`config.mk`:
```
export PLATFORM = sky130hd
export DESIGN_NAME = cpu_mem_arbiter
export DESIGN_NICKNAME = d
export VERILOG_FILES = /design/src/rtl/cpu_mem_arbiter.sv
export SDC_FILE = /design/constraint.sdc
export NUM_CORES = 1
export LEC_CHECK = 0
export ABC_AREA = 0
export BUFFER_PORTS_ARGS = -buffer_cell sky130_fd_sc_hd__buf_4
export CAP_MARGIN = 20
export CORE_AREA = 2 2 109 111
export CTS_BUF_LIST = sky130_fd_sc_hd__clkbuf_4 sky130_fd_sc_hd__clkbuf_8
export DETAILED_ROUTE_END_ITERATION = 8
export DIE_AREA = 0 0 111 113
export GPL_TIMING_DRIVEN = 1
export RECOVER_POWER = 100
export SYNTH_ARGS = -nofsm -noshare
export SYNTH_HDL_FRONTEND = slang
export SYNTH_SLANG_ARGS = --single-unit
export TNS_END_PERCENT = 50
```
`constraint.sdc`:
```
create_clock -name clk -period 4 [get_ports clk]
set_clock_uncertainty 0.15 [all_clocks]
set_input_delay 0.8 -clock clk [delete_from_list [all_inputs] [get_ports clk]]
set_output_delay 0.8 -clock clk [all_outputs]
set_load 0.05 [all_outputs]
```
`src/rtl/cpu_mem_arbiter.sv`:
```
// Arbitrates the fetch and memory stages onto one split-transaction SRAM port,
// tracking request ownership in an in-order ID queue for response routing.
module cpu_mem_arbiter #(
  parameter int unsigned MAX_OUTSTANDING = 2,
  parameter int unsigned PRIO_DATA       = 1
) (
  input  logic        clk,
  input  logic        reset,
  input  logic        inst_req,
  input  logic [31:0] inst_addr,
  output logic        inst_addr_ok,
  output logic        inst_data_ok,
  output logic [31:0] inst_rdata,
  input  logic        data_req,
  input  logic        data_wr,
  input  logic [1:0]  data_size,
  input  logic [3:0]  data_wstrb,
  input  logic [31:0] data_addr,
  input  logic [31:0] data_wdata,
  output logic        data_addr_ok,
  output logic        data_data_ok,
  output logic [31:0] data_rdata,
  output logic        mem_req,
  output logic        mem_wr,
  output logic [1:0]  mem_size,
  output logic [3:0]  mem_wstrb,
  output logic [31:0] mem_addr,
  output logic [31:0] mem_wdata,
  input  logic        mem_addr_ok,
  input  logic        mem_data_ok,
  input  logic [31:0] mem_rdata
);

  localparam int unsigned PW = $clog2(MAX_OUTSTANDING);
  localparam int unsigned CW = PW + 1;

  typedef enum logic [1:0] {IDLE, GNT_I, GNT_D} state_t;

  state_t                     state, state_d;
  logic [CW-1:0]              count;
  logic [PW-1:0]              wr_ptr, rd_ptr;
  logic [MAX_OUTSTANDING-1:0] ids;
  logic                       last_served_data;
  logic                       err_underflow;
  logic                       sel_valid, sel_data;
  logic                       full, push, pop, head;

  // Sticky debug flag; only observed from simulation.
  logic err_underflow_unused;
  assign err_underflow_unused = err_underflow;

  // Grant selection and next state; IDLE decides combinationally for zero latency.
  always_comb begin
    sel_valid = 1'b0;
    sel_data  = 1'b0;
    state_d   = IDLE;
    case (state)
      GNT_I: sel_valid = inst_req;
      GNT_D: begin
        sel_valid = data_req;
        sel_data  = 1'b1;
      end
      default: begin
        if (data_req && (!inst_req || PRIO_DATA != 0 || !last_served_data)) begin
          sel_valid = 1'b1;
          sel_data  = 1'b1;
        end else begin
          sel_valid = inst_req;
        end
      end
    endcase
    full    = (count == CW'(MAX_OUTSTANDING));
    mem_req = sel_valid && !full;
    push    = mem_req && mem_addr_ok;
    // A grant is held only once it has been presented, or while already held.
    if (sel_valid && !push && (state != IDLE || mem_req))
      state_d = sel_data ? GNT_D : GNT_I;
  end

  always_comb begin
    mem_wr    = 1'b0;
    mem_size  = 2'd0;
    mem_wstrb = '0;
    mem_addr  = '0;
    mem_wdata = '0;
    if (sel_valid && sel_data) begin
      mem_wr    = data_wr;
      mem_size  = data_size;
      mem_wstrb = data_wstrb;
      mem_addr  = data_addr;
      mem_wdata = data_wdata;
    end else if (sel_valid) begin
      mem_size  = 2'd2;
      mem_addr  = inst_addr;
    end
  end

  assign inst_addr_ok = push && !sel_data;
  assign data_addr_ok = push && sel_data;

  assign pop          = mem_data_ok && (count != '0);
  assign head         = ids[rd_ptr];
  assign inst_data_ok = pop && !head;
  assign data_data_ok = pop && head;
  assign inst_rdata   = (pop && !head) ? mem_rdata : '0;
  assign data_rdata   = (pop && head) ? mem_rdata : '0;

  always_ff @(posedge clk) begin
    if (reset) begin
      state            <= IDLE;
      count            <= '0;
      wr_ptr           <= '0;
      rd_ptr           <= '0;
      ids              <= '0;
      last_served_data <= 1'b0;
      err_underflow    <= 1'b0;
    end else begin
      state <= state_d;
      if (push) begin
        ids[wr_ptr]      <= sel_data;
        wr_ptr           <= wr_ptr + PW'(1);
        last_served_data <= sel_data;
      end
      if (pop)
        rd_ptr <= rd_ptr + PW'(1);
      if (push && !pop)
        count <= count + CW'(1);
      else if (pop && !push)
        count <= count - CW'(1);
      if (mem_data_ok && count == '0)
        err_underflow <= 1'b1;
    end
  end

endmodule

```
==> impl_results.md, run 1 <==
- Root Buffer: clkbuf_8
- Register area share after synthesis: 9.51%
- Hold Path Cell Cnt: 2
- Lkg Pwr: 1.97 nW
- Slew headroom: 27.1%
- CTS Hold Bufs: 0
- Min cycle time layout: 3550 ps
- Primary FF master, synth: dfxtp_1
- CTS tree: yes
- Post_cts resized: 0
- H-tree levels: 1
- Vias/cell: 4.05
- Syn_nets: 419
- Synthesized area per cell: 6.15 um2
- Synth Register Bits: 8
- Filler cells: 1237
- Clock Latency Late Sink: 230 ps
- EDFF count, synth: 0
- Multi-input gate area: 1380 um2
- Detailed Route WL: 8220 um
- Vias: 2768
- Synthesis Warnings: 0
- Synthesized area: 1680 um2
- Commonest non-fill, non-tap cell in the layout: buf_4
- I/O pins: 281
- Rows: 39
- Power per Cell Area: 483 nW/um2
- Final setup violation count: 0
- Ys async rst share: 0%
- Fmax: 281 MHz
- Post-Syn Instances: 274
- # DRC: 0
- Total GRT Usage: 11.9%
- Initial antenna violation count: 0
- Clock Sinks: 8
- Setup TNS: 0 ps
- Final ANT Viol Nets: 0
- TritonCTS Buffers: 3
- Commonest cells after routing, fill and taps aside: 211 x buf_4, 66 x and2_0, 64 x nand2_1, 58 x clkbuf_2, 36 x and2_1
- Die Wd: 111 um
- Final net count: 688
- Critical path endpoint category: primary output
- Top layer in use: met4
- Worst-margin pin slew: 1090 ps
- Final hold slack: 305 ps
- Global-route wire length before repair: 12500 um
- Unique cell type count in the Yosys netlist: 38
- 1st-pass router iterations: 4
- WP data arrival: 2600 ps
- Final GP Congestion: 0.873
- Initial Util: 14.9%
- Worst min-delay path category: reg2reg
- Hold_sp: ids[0]$_SDFFE_PP0P_
- Outcome: finished, final reports clean
- Clock transition at the registers of the reported paths: 40 ps
- Area delta synth->final: 120%
- Initial DRC count: 83
- Power, Total: 1.79 mW
- Detailed placement HPWL: 7020 um
- Worst Reg-to-Reg Cells: 8
- FF/Latch Area: 160 um2
- Top cells by area, synth: and2_1 38%, nand2_1 14%, a21oi_1 10%
- Reg-to-reg endpoint: count[1]$_SDFFE_PP0P_
- WL per Instance: 12.0 um
- Met3 WL: 799 um
- Diode count: 0
- RSZ-0062 raised after global routing: false
- Critical path startpoint category: input port
- Worst Hold End: ids[0]$_SDFFE_PP0P_
- Slew Limit Fails: 0
- Finished Core Util: 32.9%
- Final Hold Fails: 0
- Yosys top cell area share: 37.9%
- Worst IR Drop VDD: 0.000242 V
- Die area: 12500 um2
- Worst Setup Path Type: in2out
- Postcts setup bufs: 0
- Worst endpoint required time: 3050 ps
- Chip height: 113 um
- GRT overflow: 0
- Longest Clk Path Bufs: 2
- Port Buf Inserts: 280
- R2R Path Start: state[0]$_SDFF_PP0_
- Final period util: 88.8%
- Yosys top cell by area: and2_1
- Metal2 WL: 4290 um
- Core area: 11300 um2
- Reg-to-reg setup timing slack: 1310 ps
- WL met1: 3060 um
- Share of layout cells above drive strength 1: 51.8%
- CP Max Fanout: 33
- MaxCap Viol Count: 0
- Largest net degree at the start of global routing: 39
- Number of global-route vias before repair: 2663
==> metrics by stage <==
stage | area (um2) | worst slack [ps] | instances
finish | 3700 | 447 | 684
global route | 3700 | 213 | 684
CTS | 3910 | 527 | 684
detailed placement | 3870 | 783 | 681
global placement | 3870 | 871 | 681
floorplan | 1680 | 724 | 274
==> per-layer routing <==
| metal | vias up | GRT usage (%) |
|---|---|---|
| met5 | - | 0 |
| met4 | 0 | 1.75 |
| met3 | 6 | 3.43 |
| met2 | 168 | 22.5 |
| met1 | 1194 | 13.5 |
| li1 | 1400 | - |
==> cell type report <==
type	count	area share [%]
Clock buffer	3	1.11
Inverter	4	0.405
Multi-Input combinational cell	242	37.2
Sequential cell	8	4.32
Tap cell	143	4.83
Timing Repair Buffer	284	52.1
==> kinds of logic after synthesis <==
logic type | after synthesis | share of synthesized area, %
flops | 8 | 9.51
fa+ha+maj | 4 | 2.97
buf+inv | 24 | 8.69
mux | 3 | 2.30
simple gates | 188 | 59.7
compound gates | 44 | 15.3
xor+xnor | 3 | 1.56
==> registers in the layout (all words and copies together) (netlist names) <==
register  flops
state         2
count         2
ids           2
rd_ptr        1
wr_ptr        1
==> synthesized netlist by cell type, types with 2 or more instances <==
library cell,count
inv_1,4
a21oi_1,35
xor2_1,3
clkbuf_2,2
buf_4,4
ha_1,4
dfxtp_1,8
nor3_1,2
and2_1,102
buf_2,7
clkbuf_1,3
nor2_1,8
buf_6,4
nand2_1,64
==> worst max-delay path: stages <==
cell and delay, ps:
buf_4 80, o21ai_0 220, nor2_2 170, clkbuf_1 820, and2_1 240, clkbuf_2 280
==> how the worst max path moves through the flow <==
stage / startpoint / to / slack, ps / cells after the start
after global placement: inst_req / mem_wdata[28] / 870 / 5
after floorplan: data_req / inst_addr_ok / 720 / 3
after global routing: mem_data_ok / data_rdata[30] / 210 / 6
after detailed placement: inst_req / mem_wstrb[3] / 780 / 5
final: mem_data_ok / data_rdata[3] / 450 / 6
after CTS: state[0]$_SDFF_PP0_ / mem_wstrb[3] / 530 / 6
==> where the power goes <==
part / switching (mW) / total, mW / leakage (nW) / internal [mW]
Clock: 0.0329 / 0.0982 / 0.0216 / 0.0653
Sequential: 0.0194 / 0.122 / 0.0657 / 0.103
Combinational: 1.13 / 1.57 / 1.88 / 0.436
Total: 1.19 / 1.79 / 1.97 / 0.604
Power figures use the tool's default switching activity.
==> run 2: changes to the inputs <==
--- a/config.mk
+++ b/config.mk
@@ -13,7 +13,6 @@
 export DETAILED_ROUTE_END_ITERATION = 8
 export DIE_AREA = 0 0 111 113
 export GPL_TIMING_DRIVEN = 1
-export RECOVER_POWER = 100
 export SYNTH_ARGS = -nofsm -noshare
 export SYNTH_HDL_FRONTEND = slang
 export SYNTH_SLANG_ARGS = --single-unit
==> run 2 against run 1 <==
  * Non-clock buffer count unchanged
  * Final area up 5.7%
  * Hold slack worse by 2.5 ps
  * Register-to-register slack about the same
  * Power up 5.8%
  * Flip-flop and latch count unchanged
  * Core utilization up 1.9 points
  * Critical path depth unchanged
  * First-iteration DRC count up 43%
  * Critical endpoint is now mem_wdata[7]
  * Largest power group unchanged
==> impl_results.md, run 2 (synthesis gave the netlist of run 1 again) <==
- CP Buf/Inv Count: 2 (-1)
- Number of global-route vias before repair: 2663 (unchanged)
- Slew Limit Fails: 0 (unchanged)
- Regs by FF count: count (2), ids (2), state (2)
- Worst Setup Path Type: reg2out
- Commonest cells after routing, fill and taps aside: 284 x buf_4, 102 x and2_1, 64 x nand2_1, 35 x a21oi_1
- Reg-to-reg endpoint: count[1]$_SDFFE_PP0P_
- Worst Reg-to-Reg Cells: 8 (unchanged)
- Power per Cell Area: 484 nW/um2 (+0.11%)
- Post_cts resized: 0 (unchanged)
- Critical path startpoint category: flip-flop
- Global-route wire length before repair: 12500 um (unchanged)
- Outcome: finished, final reports clean
- Share of layout cells above drive strength 1: 54.9% (+3.1 points)
- CP Cell Sequence: inv_1 -> ha_1 -> and3_1 -> o21a_1 -> and2_1 -> buf_4
- Clock Latency Late Sink: 230 ps (about the same)
- Worst endpoint required time: 3050 ps (about the same)
- Chip height: 113 um (unchanged)
- Top layer in use: met4
- TritonCTS Buffers: 3 (unchanged)
- Critical path destination: mem_wdata[7]
- 1st-pass router iterations: 4 (unchanged)
- MaxCap Viol Count: 0 (unchanged)
- Clock Sinks: 8 (unchanged)
- Die Wd: 111 um (unchanged)
- CTS Hold Bufs: 0 (unchanged)
- Worst-margin pin slew: 946 ps (-148 ps)
- GRT overflow: 0 (unchanged)
- Final ANT Viol Nets: 0 (unchanged)
- Die area: 12500 um2 (unchanged)
- Commonest non-fill, non-tap cell in the layout: buf_4
- Worst IR Drop VDD: 0.000250 V (+3.2%)
- Final net count: 688 (unchanged)
- Internal: 704 uW (+17%)
- Area after DPL: 3870 um2 (unchanged)
- Area delta synth->final: 132%
- CTS tree: yes
- Clk pwr share: 5.2% (-0.3 points)
- WP depth: 6 (unchanged)
- Min cycle time layout: 3410 ps (-148 ps)
- Initial DRC count: 119 (+43%)
- Rows: 39 (unchanged)
- Place WS: 783 ps (unchanged)
- H-tree levels: 1 (unchanged)
- Postcts setup bufs: 0 (unchanged)
- Critical Path Source: state[0]$_SDFF_PP0_
- RSZ-0062 raised after global routing: false
- Initial Util: 14.9% (unchanged)
- Fmax: 294 MHz (+4.4%)
- Delay of the slowest cell on the worst path: 740 ps (-80 ps)
- Finished Core Util: 34.7% (+1.9 points)
- Worst min-delay path category: reg2reg
- Design area: 3910 um2 (+5.7%)
- # DRC: 0 (unchanged)
- Detailed placement HPWL: 7020 um (unchanged)
- Vias/cell: 4.03 (-0.40%)
- Setup TNS: 0 ps (unchanged)
- Longest Clk Path Bufs: 2 (unchanged)
- Total GRT Usage: 11.9% (unchanged)
- Switching pwr: 1.19 mW (+0.29%)
- Worst path slowest cell: o21a_1
- Crit-path leading delay family: compound AO/OA/AOI/OAI gates
- Root Buffer: clkbuf_8
- Critical path endpoint category: primary output
- WP data arrival: 2460 ps (-140 ps)
- Slew headroom: 36.9% (+9.8 points)
- Final GP Congestion: 0.873 (unchanged)
- Initial antenna violation count: 0 (unchanged)
- Comb power frac: 88.3% (+0.6 points)
- Largest net degree at the start of global routing: 39 (unchanged)
- Clock transition at the registers of the reported paths: 40 ps (about the same)
- Core area: 11300 um2 (unchanged)
- Diode count: 0 (unchanged)
- Lkg Pwr: 2.14 nW (+8.3%)
- R2R Path Start: state[0]$_SDFF_PP0_
- Port Buf Inserts: 280 (unchanged)
- CP Max Fanout: 38 (+15%)
- Vias: 2757 (-0.40%)
- Met3 WL: 794 um (-0.63%)
- Sw Ratio: 62.8% (-3.4 points)
- I/O pins: 281 (unchanged)
- WL per Instance: 12.0 um (-0.50%)
- Metal2 WL: 4240 um (-1.1%)
- Detailed Route WL: 8180 um (-0.50%)
- Register share of total power: 6.6% (-0.2 points)
- Final WS setup: 595 ps (+148 ps)
- Final Hold Fails: 0 (unchanged)
- Final setup violation count: 0 (unchanged)
- Reg-to-reg setup timing slack: 1310 ps (about the same)
- WL met1: 3070 um (+0.36%)
- Final period util: 85.1% (-3.7 points)
## run 2: worst reg2reg max path, stage by stage, from the launching register on
cell	delay (ps)
dfxtp_1	340
inv_1	60
ha_1	440
nand2b_2	120
a22oi_4	540
nor2_1	140
ha_1	340
or3_1	350
a21oi_1	140
## run 2: area by class of cell
cell class	count	area (um2)
multi-input combinational	242	1390
sequential	8	160
tap	143	179
inverter	4	15.0
timing repair buffer	284	2130
fill	1184	7360
clock buffer	3	41.3
## run 2: worst min-delay path by stage
stage                         from                  end  slack, ps  depth (start not counted)
4_1_cts        ids[0]$_SDFFE_PP0P_  ids[0]$_SDFFE_PP0P_        300                          2
3_3_place_gp   ids[0]$_SDFFE_PP0P_  ids[0]$_SDFFE_PP0P_        290                          2
2_1_floorplan  ids[0]$_SDFFE_PP0P_  ids[0]$_SDFFE_PP0P_        270                          2
3_5_place_dp   ids[0]$_SDFFE_PP0P_  ids[0]$_SDFFE_PP0P_        300                          2
5_1_grt        ids[0]$_SDFFE_PP0P_  ids[0]$_SDFFE_PP0P_        320                          2
6_report       ids[0]$_SDFFE_PP0P_  ids[0]$_SDFFE_PP0P_        300                          2
## run 2: routing by layer
layer	global-route usage (%)	vias up
li1	-	1399
met1	13.5	1187
met2	22.5	165
met3	3.43	6
met4	1.75	0
met5	0	-
## run 2: power groups by stage
stage	registers [mW]	clock network, mW	logic [mW]
3_5_place_dp	0.126	0	1.68
4_1_cts	0.124	0.103	1.69
6_report	0.124	0.0980	1.67
5_1_grt	0.128	0.109	1.76
3_3_place_gp	0.125	0	1.67
2_1_floorplan	0.121	0	1.18
## run 2: metrics by stage
step	total power, mW	hold slack, ps	instances
after floorplan	1.30	271	274
after global placement	1.80	290	681
after detailed placement	1.81	299	681
after CTS	1.91	305	684
after global routing	2.00	322	684
final	1.89	302	684
